[config.mk]
export PLATFORM = sky130hd
export DESIGN_NAME = bubble_pop_scorer
export DESIGN_NICKNAME = d
export VERILOG_FILES = /design/src/rtl/bubble_pkg.sv /design/src/rtl/bcd_digit_add.sv /design/src/rtl/bubble_pop_scorer.sv
export SDC_FILE = /design/constraint.sdc
export NUM_CORES = 1
export LEC_CHECK = 0
export ABC_AREA = 1
export BUFFER_PORTS_ARGS = -buffer_cell sky130_fd_sc_hd__buf_4
export CAP_MARGIN = 5
export CORE_ASPECT_RATIO = 1.4
export CORE_MARGIN = 4
export CORE_UTILIZATION = 28
export CTS_CLUSTER_DIAMETER = 200
export DETAILED_ROUTE_END_ITERATION = 7
export PLACE_DENSITY = 0.61
export SKIP_CTS_REPAIR_TIMING = 1
export SLEW_MARGIN = 10
export SYNTH_ARGS = -nofsm -noshare
export SYNTH_HDL_FRONTEND = slang
export SYNTH_SLANG_ARGS = --single-unit
[constraint.sdc]
create_clock -name clk -period 8.3 [get_ports clk]
set_input_delay 1.66 -clock clk [delete_from_list [all_inputs] [get_ports clk]]
set_output_delay 1.66 -clock clk [all_outputs]
set_load 0.005 [all_outputs]
[src/rtl/bubble_pkg.sv]
// bubble_pkg: shared bubble codes, playfield geometry and scorer state encoding
package bubble_pkg;
  localparam int DATA_LEN = 5;
  localparam int ROWS = 4;
  localparam int COLS = 8;
  localparam logic [DATA_LEN-1:0] R_BUBBLE = 5'd16;
  localparam logic [DATA_LEN-1:0] G_BUBBLE = 5'd17;
  localparam logic [DATA_LEN-1:0] B_BUBBLE = 5'd18;
  localparam logic [DATA_LEN-1:0] DARK = 5'd31;
  localparam logic [15:0] BCD_MAX = 16'h9999;
  typedef enum logic [1:0] {IDLE, SCAN, ADD, DONE} state_t;
endpackage

[src/rtl/bcd_digit_add.sv]
// bcd_digit_add: one BCD digit plus a binary 0-10 addend, with decimal carry out
module bcd_digit_add (
  input  logic [3:0] digit,
  input  logic [3:0] addend,
  output logic [3:0] sum,
  output logic       carry
);
  logic [4:0] raw;
  always_comb begin
    raw = {1'b0, digit} + {1'b0, addend};
    carry = raw > 5'd9;
    sum = carry ? 4'(raw - 5'd10) : raw[3:0];
  end
endmodule

[src/rtl/bubble_pop_scorer.sv]
// bubble_pop_scorer: walks the shot column bottom-up scoring combo pops, then
// serially adds the shot's points into a saturating 4-digit BCD score
module bubble_pop_scorer #(
  parameter logic [15:0] INIT_SCORE = 16'h0000,
  parameter int          DATA_LEN   = bubble_pkg::DATA_LEN
) (
  input  logic                                  clk,
  input  logic                                  rst,
  input  logic                                  en,
  input  logic                                  fire,
  input  logic [2:0]                            shoot_pos,
  input  logic [bubble_pkg::COLS*DATA_LEN-1:0]  BubbleRow1,
  input  logic [bubble_pkg::COLS*DATA_LEN-1:0]  BubbleRow2,
  input  logic [bubble_pkg::COLS*DATA_LEN-1:0]  BubbleRow3,
  input  logic [bubble_pkg::COLS*DATA_LEN-1:0]  BubbleRow4,
  output logic                                  busy,
  output logic                                  done,
  output logic [2:0]                            pop_count,
  output logic [3:0]                            shot_points,
  output logic [15:0]                           score_bcd,
  output logic                                  saturated
);
  import bubble_pkg::*;
  state_t state, state_n;
  logic [1:0] idx;
  logic [DATA_LEN-1:0] col [ROWS];
  logic [DATA_LEN-1:0] run_col, code;
  logic [2:0] run, run_n;
  logic carry, cout, valid, dark;
  logic [3:0] addend, dsum;
  always_comb begin
    code = col[idx];
    dark = code == DARK;
    valid = code == R_BUBBLE || code == G_BUBBLE || code == B_BUBBLE;
    run_n = code == run_col ? run + 3'd1 : 3'd1;
    addend = idx == 2'd0 ? shot_points : {3'b000, carry};
    state_n = !en ? state :
              state == IDLE ? (fire ? SCAN : IDLE) :
              state == SCAN ? (&idx ? ADD : SCAN) :
              state == ADD  ? (&idx ? DONE : ADD) : IDLE;
  end
  bcd_digit_add u_add (
    .digit (score_bcd[{idx, 2'b00} +: 4]),
    .addend(addend),
    .sum   (dsum),
    .carry (cout)
  );
  assign busy = state != IDLE;
  assign done = state == DONE;
  always_ff @(posedge clk) begin
    if (!rst) begin
      state <= IDLE;
      idx <= '0;
      col <= '{default: '0};
      run <= '0;
      run_col <= '0;
      carry <= 1'b0;
      pop_count <= '0;
      shot_points <= '0;
      score_bcd <= INIT_SCORE;
      saturated <= 1'b0;
    end else if (en) begin
      state <= state_n;
      case (state)
        IDLE: if (fire) begin
          col[0] <= BubbleRow4[int'(shoot_pos)*DATA_LEN +: DATA_LEN];
          col[1] <= BubbleRow3[int'(shoot_pos)*DATA_LEN +: DATA_LEN];
          col[2] <= BubbleRow2[int'(shoot_pos)*DATA_LEN +: DATA_LEN];
          col[3] <= BubbleRow1[int'(shoot_pos)*DATA_LEN +: DATA_LEN];
          idx <= '0;
          run <= '0;
          run_col <= '0;
          pop_count <= '0;
          shot_points <= '0;
        end
        SCAN: begin
          idx <= idx + 2'd1;
          if (valid) begin
            run <= run_n;
            run_col <= code;
            pop_count <= pop_count + 3'd1;
            shot_points <= shot_points + 4'(run_n);
          end else if (!dark) run <= '0;
        end
        ADD: begin
          idx <= idx + 2'd1;
          carry <= cout;
          score_bcd[{idx, 2'b00} +: 4] <= dsum;
          // a carry out of the thousands digit clamps the whole score
          if (&idx && cout) begin
            score_bcd <= BCD_MAX;
            saturated <= 1'b1;
          end
        end
        default: ;
      endcase
    end
  end
endmodule

# == After elaboration in Yosys (flattened, before gate mapping) ==
# Cells that the tools add are included.
# word_totals
regBits,57
output_inout_bits,26
# op_classes
magnitude_cmp,2
n_shift,7
eq_ne,11
n_reduce_logical,16
addsub,7
muxes,28
bitwise_logic,1
multipliers,1
# ops
operator,count
40-bit by 32-bit variable part select with 5-bit output,3
40-bit by 7-bit variable part select with 5-bit output,1
5-bit == test (second input constant),4
5-bit 2-to-1 mux,4
16-bit bitwise mux,1
16-bit 2-to-1 mux,1
4-bit 2-to-1 mux,4
4-bit by 6-bit variable shift with 16-bit output (first input constant),1
16-bit by 5-bit variable part select with 4-bit output,1
4-bit by 6-bit variable part select with 16-bit output,1
3-bit 2-to-1 mux,5
3-bit case mux with 2 select lines,2
5-bit binary-select mux with 2-bit select,1
2-bit 2-to-1 mux,5
5-bit case mux with 2 select lines,1
3-bit AND reduction,3
4-bit case mux with 2 select lines,1
4-bit AND reduction,2
3-bit by 1-bit adder with 3-bit output (second input constant),2
3-bit by 3-bit multiplier with 6-bit output (second input constant),1
4-bit negator with 6-bit output,1
2-bit nonzero test,3
4-bit by 4-bit adder with 5-bit output,1
5-bit == test,1
17 further kinds,23

# == Logic depth before layout (Yosys ltp) ==
# Gate-level depths: netlist of run 1.
# logic_depth
ltp_word,9
mapped_depth,20
depth_no_buf,18

# == Cells and area by module ==
# Synthesis of run 1 repeated with hierarchy kept, for this count alone.
# unflattened
cells_unflattened,695
area_unflattened_um2,4521.8
# modules_own_cells
module,instances,area_each_um2,cells_per_inst
bubble_pop_scorer,1,4216.5,647
bcd_digit_add,1,305.3,48

# == Worst setup path before layout of run 1 ==
# Ideal clock, no wire load.
# synth_path
path_kind,register to register
startpoint,register idx[0]
endpoint,register score_bcd[1]
setup_slack_ns,5.149
synth_period_minus_slack_ns,3.151
setup_time_ns,0.128
t_required_ns,8.172
stages_incl_launch_ff,21
t_arrival_ns,3.024
cell_sequence,dfxtp_1 buf_6 inv_4 buf_6 clkbuf_1 ha_1 nand2_1 o21ai_0 ha_1 inv_1 fa_1 or2_1 nand3_1 nand3_2 nand2_2 nand3_1 buf_4 nand2_1 nand2_1 nand2_1 nor2_1
# synth_via
elab_chain_len,8
word_cells_on_any_way,14
cone_classes,add/sub: 3; order compare: 1; shift: 3; mux: 4; reduce/logical: 3
# synth_rtl
item,line,source
"start, declared",bubble_pop_scorer.sv:25,logic [1:0] idx;
"start signal, assigned",bubble_pop_scorer.sv:77,idx <= idx + 2'd1;
"start signal, assigned",bubble_pop_scorer.sv:86,idx <= idx + 2'd1;
"parallel branches: the longest is 7 deep, another holds 4-bit by 4-bit adder with 5-bit output",-,
16-bit 2-to-1 mux *,bubble_pop_scorer.sv:90,if (&idx && cout) begin
"end signal, assigned by index",bubble_pop_scorer.sv:88,"score_bcd[{idx, 2'b00} +: 4] <= dsum;"
"end, declared",bubble_pop_scorer.sv:20,"output logic [15:0] score_bcd,"
# Every way passes the cells marked *.
# A chain may end at the register's enable or synchronous reset.

# == Worst setup path in the final report of run 1 ==
# layout_path
startpoint,register idx[1]
endpoint,register score_bcd[5]
# The elaborated chain is that of the path after synthesis.

==> results of run 1 <==
[cell families after synthesis]
kind of cell    count (synthesis)  synth area share [%]
buf+inv                        98                 9.136
simple gates                  294                 27.96
xor+xnor                        5                0.9692
mux                            21                 4.651
fa+ha+maj                      22                 6.423
compound gates                200                 25.61
flops                          57                 25.25
[registers in the layout, indices dropped and copies added (netlist names)]
register,flops
col,20
score_bcd,16
run_col,5
shot_points,4
pop_count,3
run,3
idx,2
state,2
carry,1
saturated,1
[final timing paths]
check	end	start
hold / removal	run_col[3]$_SDFFE_PN0P_	run_col[3]$_SDFFE_PN0P_
hold reg to reg	run_col[3]$_SDFFE_PN0P_	run_col[3]$_SDFFE_PN0P_
setup / recovery	score_bcd[5]$_SDFFE_PN0P_	idx[1]$_SDFFE_PN0P_
setup reg to reg	score_bcd[5]$_SDFFE_PN0P_	idx[1]$_SDFFE_PN0P_
[worst register-to-register path, stage by stage (launching register included)]
cell and delay (ns):
dfxtp_1 0.66, inv_2 0.26, ha_1 0.29, o21ai_0 0.18
ha_1 0.21, inv_1 0.06, fa_1 0.39, or2_1 0.26
nand3_1 0.10, nand3_2 0.15, nand2_2 0.18, nand3_1 0.36
inv_1 0.18, nor2_1 0.08, nand2_1 0.06, a21oi_1 0.06
[cell usage in the layout, fill, tap and decap left out, types with 2 or more instances in the layout]
| master | Yosys | routed |
|---|---|---|
| a21oi_1 | 53 | 53 |
| a31oi_1 | 3 | 3 |
| buf_4 | 3 | 197 |
| clkbuf_16 | 0 | 9 |
| clkinv_2 | 0 | 2 |
| clkinvlp_4 | 0 | 2 |
| dfxtp_1 | 57 | 57 |
| fa_1 | 2 | 2 |
| ha_1 | 20 | 20 |
| inv_1 | 46 | 46 |
| inv_2 | 3 | 3 |
| mux2i_1 | 21 | 21 |
| nand2_1 | 114 | 114 |
| nand2_2 | 7 | 7 |
| nand3_1 | 32 | 32 |
| nand3_2 | 6 | 6 |
| nand3b_1 | 2 | 2 |
| nand4_1 | 10 | 10 |
| nor2_1 | 111 | 111 |
| nor2_4 | 2 | 2 |
| nor3_1 | 7 | 6 |
| o211ai_1 | 38 | 38 |
| o21ai_0 | 74 | 74 |
| o21ai_1 | 3 | 3 |
| o221ai_1 | 2 | 2 |
| o22ai_1 | 22 | 22 |
| xnor2_1 | 2 | 2 |
| xor2_1 | 3 | 3 |
[power by group through the flow]
stage | Combinational [uW] | Clock [uW] | Sequential (uW)
4_1_cts | 204 | 375 | 288
6_report | 202 | 369 | 288
2_1_floorplan | 115 | 0 | 292
3_3_place_gp | 204 | 0 | 294
3_5_place_dp | 204 | 0 | 294
5_1_grt | 228 | 389 | 289
[layout make-up]
| type | instances | area share (%) |
|---|---|---|
| inverters | 51 | 3.065 |
| well taps | 196 | 3.876 |
| flip-flops and latches | 57 | 18.03 |
| repair buffers | 197 | 23.37 |
| clock buffers | 11 | 3.836 |
| clock inverters | 5 | 0.8701 |
| multi-input cells | 542 | 46.94 |
[routing by layer]
layer  GRT usage, %  share of wire [%]
met1          19.94                 39
met3          4.601                8.2
met4          5.425                2.1
met2          31.43                 51
met5              0                  0
[per-stage QoR]
| step | worst slack (ns) | hold WS (ns) | utilization [%] |
|---|---|---|---|
| 3_3_place_gp | 4.800 | 0.4390 | 38.30 |
| 2_1_floorplan | 5.149 | 0.4268 | - |
| 5_1_grt | 4.264 | 0.4834 | 40.19 |
| 3_5_place_dp | 4.667 | 0.4418 | 38.30 |
| 4_1_cts | 4.664 | 0.4511 | 40.19 |
| 6_report | 4.689 | 0.4501 | 40.19 |
==> summary.md, run 1 <==
| Metric | Value |
|---|---|
| Mean Syn Cell Area | `6.484 um2` |
| Clock transition at path regs | `0.06 ns` |
| Psw | `241.5 uW` |
| Nets | `1047` |
| Worst VDD drop | `0.00009586 V` |
| Clock power frac | `42.9%` |
| Initial DRC Count | `218` |
| DP HPWL | `12230 um` |
| Largest net degree at the start of global routing | `82` |
| CP max stage delay | `0.66 ns` |
| Switching share of power | `28.09%` |
| # rows | `54` |
| R2R depth | `15` |
| # diodes | `0` |
| Cell Count, Final, Fillers Out | `1059` |
| Ports | `193` |
| Overflow after GRT | `0` |
| Async SR Flop Fraction | `0%` |
| Number of synthesized flops with an enable pin | `0` |
| Max Freq | `276.9 MHz` |
| Longest Clk Path Bufs | `2` |
| Worst-path cell chain | `inv_2, ha_1, o21ai_0, ha_1, inv_1, fa_1, or2_1, nand3_1, nand3_2, nand2_2, nand3_1, inv_1, nor2_1, nand2_1, a21oi_1` |
| Distinct cells, synth | `39` |
| Slew headroom | `44.28%` |
| Tightest Pin Transition | `0.8358 ns` |
| Minimum clock period | `3.611 ns` |
| Vias in the first global route | `5153` |
| CP top delay family | `simple AND/OR/NAND/NOR gates` |
| Total die area | `0.01827 mm2` |
| DR pass1 iterations | `4` |
| Sequential power share | `33.5%` |
| CTS tree | `yes` |
| Pint | `618.3 uW` |
| Routed Antenna Nets | `0` |
| Seq/Total Area, Yosys | `25.25%` |
| Overall Global Routing Usage | `17.43%` |
| Core footprint | `0.01574 mm2` |
| Power consumption | `859.7 uW` |
| Seq cells post-synth | `57` |
| Placed Area | `0.006030 mm2` |
| Via density | `4.961` |
| Starting Density | `28.71%` |
| Final period util | `43.51%` |
| Pins Over Slew Limit | `0` |
| Crit path DAT | `3.81 ns` |
| CP max-delay cell | `dfxtp_1` |
| Flop-to-flop setup slack | `4.69 ns` |
| Die Y | `158.3 um` |
| Cell Area, Synth | `0.004519 mm2` |
| Post-synth net total | `886` |
| CP bufs+invs | `3` |
| CP Max Fanout | `13` |
| Hold Crit Class | `reg2reg` |
| Hold Path Cell Cnt | `2` |
| Setup TNS | `0 ns` |
| Fill cell count | `1688` |
| Warnings, synthesis | `0` |
| Synth area leaders | `dfxtp_1 25%, nand2_1 9.5%, nor2_1 9.2%` |
| Endpoint class of the critical path | `flip-flop` |
| Non-Filler Cell Area, Final | `0.006327 mm2` |
| Setup Crit Path Kind | `reg2reg` |
| Main flop type after synthesis | `dfxtp_1` |
| # port buffers | `192` |
| Number of cells on the critical path | `15` |
| FF/Latch Area | `0.001141 mm2` |
| Via count | `5254` |
| Area overhead of the layout relative to synthesis | `40.01%` |
| Gpl congestion | `0.8929` |
| Outcome | `complete, no violations` |
| Fin. Hold Viols | `0` |
| Cell Pwr Density | `135.9 mW/mm2` |
| Multi-input logic area | `0.002970 mm2` |
| Worst Path Required | `8.49 ns` |
| Max-cap violations | `0` |
| Top-area cell type share of the netlist area | `25.25%` |
| Critical Path Source Type | `flip-flop` |
| Power share of the combinational group | `23.5%` |
| Initial antenna violation count | `0` |
| Most frequent cells after synthesis | `114 x nand2_1, 111 x nor2_1, 74 x o21ai_0` |
| WL/cell | `14.80 um` |
| Area leader, netlist | `dfxtp_1` |
| Worst clock skew | `0.007108 ns` |
| H-tree level count | `3` |
| Placed cells | `1043` |
| Final Setup Violations | `0` |
| RSZ-0062 raised after global routing | `no` |
| Die X | `115.4 um` |
| # clock sinks | `57` |
| First-pass GRT wire length | `25260 um` |
| Final WL | `15670 um` |
| Leak Pwr | `0.002847 uW` |
| DRC violations left | `0` |
| CTS buffer count | `9` |
| Worst-skew pair later-pin latency | `0.33 ns` |
| Layout cells sized above 1 | `27.00%` |
| Most common cell in the netlist | `nand2_1` |
| Root Buffer Master | `clkbuf_16` |
| Syn Inst Count | `697` |
Power figures use the tool's default switching activity.
==> inputs of run 2 (changes only) <==
--- a/config.mk
+++ b/config.mk
@@ -13,7 +13,7 @@
 export CORE_UTILIZATION = 28
 export CTS_CLUSTER_DIAMETER = 200
 export DETAILED_ROUTE_END_ITERATION = 7
-export PLACE_DENSITY = 0.61
+export PLACE_DENSITY = 0.63
 export SKIP_CTS_REPAIR_TIMING = 1
 export SLEW_MARGIN = 10
 export SYNTH_ARGS = -nofsm -noshare
==> constraint.sdc (replaced) <==
create_clock -name clk -period 3.3 [get_ports clk]
set_input_delay 0.66 -clock clk [delete_from_list [all_inputs] [get_ports clk]]
set_output_delay 0.66 -clock clk [all_outputs]
set_load 0.005 [all_outputs]
==> run 2 against run 1 <==
Effect of this change:
- clock power grew to 2.7 times the previous value
- via count is 1.1% higher
- global-route usage is 0.57 points lower
- clock skew is 0.0021 ns higher
- die area stayed put
- maximum frequency is 19% higher
- largest cell class unchanged
==> summary.md, run 2 (synthesis results as in run 1) <==
| Metric | Value |
|---|---|
| Outcome | `complete, no violations` |
| Starting Density | `28.71% (unchanged)` |
| WL/cell | `14.72 um (-0.51%)` |
| Largest register FFs | `20 (unchanged)` |
| Overall Global Routing Usage | `16.87% (-0.57 points)` |
| Layout cells sized above 1 | `27.70% (+0.70 points)` |
| Pins Over Slew Limit | `0 (unchanged)` |
| Root Buffer Master | `clkbuf_16` |
| # diodes | `0 (unchanged)` |
| Worst clock skew | `0.009238 ns (+0.002131 ns)` |
| First-pass GRT wire length | `24840 um (-1.7%)` |
| Longest Clk Path Bufs | `2 (unchanged)` |
| Setup TNS | `0 ns (unchanged)` |
| Final period util | `92.09% (+49 points)` |
| Endpoint class of the critical path | `flip-flop` |
| Largest registers | `col: 20 flops, score_bcd: 16 flops, run_col: 5 flops` |
| Fin util | `40.72% (+0.53 points)` |
| Worst-skew pair later-pin latency | `0.33 ns (about the same)` |
| # port buffers | `192 (unchanged)` |
| CP top delay family | `simple AND/OR/NAND/NOR gates` |
| Max Freq | `329.0 MHz (+19%)` |
| Commonest non-fill, non-tap cell in the layout | `buf_4` |
| Critical path's most frequent cell | `nand2_1` |
| Leak Pwr | `0.002897 uW (+1.7%)` |
| CP max-delay cell | `dfxtp_1` |
| Overflow after GRT | `0 (unchanged)` |
| Cell Count, Final, Fillers Out | `1066 (+0.66%)` |
| Clock transition at path regs | `0.06 ns (about the same)` |
| Ports | `193 (unchanged)` |
| Commonest non-fill, non-tap cells in the layout | `203 x buf_4, 114 x nand2_1, 111 x nor2_1` |
| Area overhead of the layout relative to synthesis | `41.86%` |
| CTS buffer count | `9 (unchanged)` |
| Total die area | `0.01827 mm2 (unchanged)` |
| Final WL | `15690 um (+0.15%)` |
| Routed Antenna Nets | `0 (unchanged)` |
| Via density | `4.981 (+0.40%)` |
| DP HPWL | `12410 um (+1.4%)` |
| Worst Path Required | `3.50 ns (-4.99 ns)` |
| H-tree level count | `3 (unchanged)` |
| Crit path DAT | `3.24 ns (-0.57 ns)` |
| Hold Crit Class | `reg2reg` |
| DR pass1 iterations | `4 (unchanged)` |
| Worst-path cell chain | `inv_4, ha_1, o21ai_0, ha_1, inv_1, fa_1, or2_1, nand3_1, nand3_2, nand2_2, nand3_2, nand2_1, nand2_1, nand2_1, nor2_1` |
| # clock sinks | `57 (unchanged)` |
| CP bufs+invs | `2 (-1)` |
| Placed cells | `1050 (+0.67%)` |
| Core footprint | `0.01574 mm2 (unchanged)` |
| Cell Pwr Density | `345.8 mW/mm2 (+150%)` |
| Vias in the first global route | `5294 (+2.7%)` |
| Gpl congestion | `0.9240 (+3.5%)` |
| Minimum clock period | `3.039 ns (-0.5720 ns)` |
| Nets | `1054 (+0.67%)` |
| Tightest Pin Transition | `0.6613 ns (-0.1745 ns)` |
| CP Max Fanout | `13 (unchanged)` |
| Die X | `115.4 um (unchanged)` |
| Fin. Hold Viols | `0 (unchanged)` |
| Worst VDD drop | `0.0002448 V (+160%)` |
| Initial antenna violation count | `0 (unchanged)` |
| Largest net degree at the start of global routing | `81 (-1.2%)` |
| Most flop-heavy register | `col` |
| DRC violations left | `0 (unchanged)` |
| RSZ-0062 raised after global routing | `no` |
| Initial DRC Count | `333 (+53%)` |
| CP max stage delay | `0.39 ns (-0.27 ns)` |
| Setup Crit Path Kind | `reg2reg` |
| Power consumption | `2217 uW (+160%)` |
| Max-cap violations | `0 (unchanged)` |
| Final Setup Violations | `0 (unchanged)` |
| Critical Path Source Type | `flip-flop` |
| Slew headroom | `55.91% (+12 points)` |
| Via count | `5310 (+1.1%)` |
| Die Y | `158.3 um (unchanged)` |
| CTS tree | `yes` |
| # rows | `54 (unchanged)` |
==> run 2: cell count changes in the layout (fill, tap and decap cells not counted) <==
cell and delta:
clkinvlp_4 -1, buf_12 +1, nand3_2 +1, nand3_1 -1, buf_4 +6, clkbuf_8 -1
clkinv_2 +1, bufinv_16 +1
==> run 2: path summary, 6_finish.rpt <==
check                                from                        end  slack [ns]  cells after the start
hold reg to reg   run_col[3]$_SDFFE_PN0P_    run_col[3]$_SDFFE_PN0P_        0.45                      2
setup / recovery      idx[0]$_SDFFE_PN0P_  score_bcd[1]$_SDFFE_PN0P_        0.26                     15
setup reg to reg      idx[0]$_SDFFE_PN0P_  score_bcd[1]$_SDFFE_PN0P_        0.26                     15
hold / removal    run_col[3]$_SDFFE_PN0P_    run_col[3]$_SDFFE_PN0P_        0.45                      2
==> run 2: routing by layer <==
layer	vias up	part of all wire, %	GRT usage, %	routed length, um
met1	2368	39	18.94	6160
met4	0	2.0	5.257	319
met3	26	8.0	4.487	1251
met2	197	51	30.79	7961
met5	-	0	0	0
li1	2719	-	-	-
==> run 2: where the power goes <==
group          internal, uW  switching [uW]  total (uW)  leakage [uW]
registers               710            15.0         725      0.000462
clock network           656             322         978      0.000152
logic                   249             265         514       0.00228
==> run 2: worst register-to-register path, cell delays in order, from the launching register on <==
cell and delay [ns]:
dfxtp_1 0.39, inv_4 0.10, ha_1 0.26, o21ai_0 0.19, ha_1 0.24, inv_1 0.07, fa_1 0.39, or2_1 0.25
nand3_1 0.10, nand3_2 0.15, nand2_2 0.20, nand3_2 0.24, nand2_1 0.18, nand2_1 0.06, nand2_1 0.05, nor2_1 0.03
==> run 2: stage by stage <==
stage / worst slack [ns] / area, um2 / hold WS, ns
5_1_grt: 0.003341 / 6411 / 0.4676
3_3_place_gp: 0.1969 / 6095 / 0.4412
2_1_floorplan: 0.1487 / 4519 / 0.4268
6_report: 0.2609 / 6411 / 0.4478
4_1_cts: 0.1223 / 6406 / 0.4486
3_5_place_dp: 0.1592 / 6095 / 0.4404
==> run 2: layout make-up <==
type	count	area, um2
Fill cell	1665	9331
Multi-Input combinational cell	542	2975
Timing Repair Buffer	204	1544
Sequential cell	57	1141
Tap cell	196	245.2
Clock buffer	10	229.0
Inverter	51	193.9
Clock inverter	6	82.58
==> inputs of run 3 (changes only) <==
--- a/config.mk
+++ b/config.mk
@@ -13,6 +13,7 @@
 export CORE_UTILIZATION = 28
 export CTS_CLUSTER_DIAMETER = 200
 export DETAILED_ROUTE_END_ITERATION = 7
+export GPL_TIMING_DRIVEN = 0
 export PLACE_DENSITY = 0.63
 export SKIP_CTS_REPAIR_TIMING = 1
 export SLEW_MARGIN = 10
==> run 3 against run 2 <==
Effect of this change:
- worst hold slack worse by 0.0044 ns
- non-clock buffer count up 34
- sequential cell count unchanged
- critical endpoint unchanged
- highest routed layer unchanged
- largest power group unchanged
- final cell count up 3.1%
- maximum frequency down 2.5%
- clock skew down 0.0018 ns
- critical path depth up 3
- via count up 1.8%
- count of clock-buffer cells in the layout unchanged
- combinational power up 6.8%
- final area up 2.7%
==> summary.md, run 3 (synthesis results as in run 1) <==
| Metric | Value |
|---|---|
| Worst Path Required | `3.49 ns (about the same)` |
| DR pass1 iterations | `4 (unchanged)` |
| Via count | `5408 (+1.8%)` |
| CP Max Fanout | `10 (-3)` |
| Endpoint class of the critical path | `flip-flop` |
| Worst VDD drop | `0.0002735 V (+12%)` |
| Crit path DAT | `3.31 ns (+0.07 ns)` |
| Fin util | `41.82% (+1.1 points)` |
| Die X | `115.4 um (unchanged)` |
| Worst-path cell chain | `buf_8, buf_6, buf_6, o21ai_0, o22ai_1, ha_2, inv_1, fa_1, or2_1, nand3_2, nand3_4, nand2_4, nand3_1, buf_4, nand2_1, nand2_1, nand2_1, nor2_1` |
| Met3 Use GR | `3.954% (-0.53 points)` |
| Area overhead of the layout relative to synthesis | `45.68%` |
| Hold Crit Class | `reg2reg` |
| Cell Pwr Density | `345.4 mW/mm2 (-0.12%)` |
| Commonest non-fill, non-tap cell in the layout | `buf_4` |
| Critical Path Source Type | `flip-flop` |
| Psw | `629.8 uW (+4.7%)` |
| Tightest Pin Transition | `0.7338 ns (+0.07253 ns)` |
| Max Freq | `320.8 MHz (-2.5%)` |
| Initial antenna violation count | `0 (unchanged)` |
| # diodes | `0 (unchanged)` |
| Largest net degree at the start of global routing | `13 (-84%)` |
| # rows | `54 (unchanged)` |
| CP max stage delay | `0.40 ns (about the same)` |
| Root Buffer Master | `clkbuf_16` |
| Outcome | `complete, no violations` |
| Grt met1 use | `20.00% (+1.1 points)` |
| Worst-skew pair later-pin latency | `0.33 ns (about the same)` |
| Power consumption | `2274 uW (+2.6%)` |
| Gpl congestion | `0.8930 (-3.4%)` |
| Final Setup Violations | `0 (unchanged)` |
| WL/cell | `15.44 um (+4.9%)` |
| Minimum clock period | `3.117 ns (+0.07770 ns)` |
| Fin. Hold Viols | `0 (unchanged)` |
| H-tree level count | `3 (unchanged)` |
| Vias in the first global route | `5450 (+2.9%)` |
| Total die area | `0.01827 mm2 (unchanged)` |
| Clock transition at path regs | `0.05 ns (about the same)` |
| Setup Crit Path Kind | `reg2reg` |
| GRT busiest layer | `met2` |
| CP top delay family | `simple AND/OR/NAND/NOR gates` |
| Worst clock skew | `0.007471 ns (-0.001767 ns)` |
| Non-Filler Cell Area, Final | `0.006584 mm2 (+2.7%)` |
| Switching share of power | `27.70% (+0.55 points)` |
| Ports | `193 (unchanged)` |
| Largest register FFs | `20 (unchanged)` |
| Pins Over Slew Limit | `0 (unchanged)` |
| Longest Clk Path Bufs | `2 (unchanged)` |
| # clock sinks | `57 (unchanged)` |
| GR Util met2 | `34.38% (+3.6 points)` |
| CP max-delay cell | `fa_1` |
| Max-cap violations | `0 (unchanged)` |
| Overflow after GRT | `0 (unchanged)` |
| DRC violations left | `0 (unchanged)` |
| Placed Area | `0.006183 mm2 (+1.5%)` |
| Fill cell count | `1688 (+1.4%)` |
| Sequential power share | `31.8% (-0.9 points)` |
| CTS buffer count | `9 (unchanged)` |
| Starting Density | `28.71% (unchanged)` |
| Setup TNS | `0 ns (unchanged)` |
| CP bufs+invs | `5 (+3)` |
| Most flop-heavy register | `col` |
| DP HPWL | `14040 um (+13%)` |
| Layout cells sized above 1 | `27.35% (-0.35 points)` |
| Initial DRC Count | `258 (-23%)` |
| Pint | `1644 uW (+1.8%)` |
| First-pass GRT wire length | `26400 um (+6.3%)` |
| Critical path's most frequent cell | `nand2_1` |
| Commonest non-fill, non-tap cells in the layout | `193 x buf_4, 114 x nand2_1, 110 x nor2_1` |
| Slew headroom | `50.70% (-5.2 points)` |
| Largest registers | `col: 20 flops, score_bcd: 16 flops, run_col: 5 flops` |
| Leak Pwr | `0.002949 uW (+1.8%)` |
| Via density | `4.921 (-1.2%)` |
| Die Y | `158.3 um (unchanged)` |
| Core footprint | `0.01574 mm2 (unchanged)` |
| CTS tree | `yes` |
| Power share of the combinational group | `24.1% (+0.9 points)` |
| Final WL | `16970 um (+8.2%)` |
| Nets | `1088 (+3.2%)` |
| # port buffers | `189 (-1.6%)` |
| Routed Antenna Nets | `0 (unchanged)` |
| Clock power frac | `44.0% (about the same)` |
| Overall Global Routing Usage | `18.34% (+1.5 points)` |
| Final period util | `94.45% (+2.4 points)` |
run 3: worst paths after layout:
kind,from,end,slack [ns],cells past startpoint
min reg2reg,run_col[3]$_SDFFE_PN0P_,run_col[3]$_SDFFE_PN0P_,0.44,2
max,idx[0]$_SDFFE_PN0P_,score_bcd[1]$_SDFFE_PN0P_,0.18,18
min,run_col[3]$_SDFFE_PN0P_,run_col[3]$_SDFFE_PN0P_,0.44,2
max reg2reg,idx[0]$_SDFFE_PN0P_,score_bcd[1]$_SDFFE_PN0P_,0.18,18
run 3: worst register-to-register path, cell delays in order, from the launching register on:
cell and delay [ns]:
dfxtp_4 0.37, buf_8 0.14, buf_6 0.16, buf_6 0.14, o21ai_0 0.09, o22ai_1 0.22
ha_2 0.24, inv_1 0.06, fa_1 0.40, or2_1 0.27, nand3_2 0.09, nand3_4 0.12
nand2_4 0.11, nand3_1 0.09, buf_4 0.19, nand2_1 0.10, nand2_1 0.08, nand2_1 0.07
nor2_1 0.04
run 3: through the flow:
stage	instances	hold slack, ns	worst slack [ns]
3_3_place_gp	1082	0.4347	-0.4917
5_1_grt	1099	0.4727	-0.01117
4_1_cts	1097	0.4464	-0.5228
6_report	1099	0.4435	0.1832
2_1_floorplan	697	0.4268	0.1487
3_5_place_dp	1082	0.4397	-0.5006
run 3: routing by layer:
metal	wire [um]	share of wire, %
met2	8926	53
met4	391	2.3
met5	0	0
met1	6422	38
met3	1231	7.3
run 3: power groups by stage:
stage | Clock [uW] | Sequential (uW) | Combinational [uW]
after floorplan | 0 | 734 | 289
after global placement | 0 | 738 | 535
after detailed placement | 0 | 738 | 538
after CTS | 1020 | 724 | 539
after global routing | 1050 | 725 | 610
final | 1000 | 724 | 549
run 3: layout make-up:
| cell class | instances | area, um2 | share of cell area, % |
|---|---|---|---|
| Multi-Input combinational cell | 542 | 3000 | 45.57 |
| Timing Repair Buffer | 192 | 1441 | 21.89 |
| Sequential cell | 57 | 1146 | 17.41 |
| Tap cell | 196 | 245.2 | 3.725 |
| Clock buffer | 10 | 239.0 | 3.630 |
| Buffer | 46 | 237.7 | 3.611 |
| Inverter | 51 | 193.9 | 2.946 |
| Clock inverter | 5 | 80.08 | 1.216 |
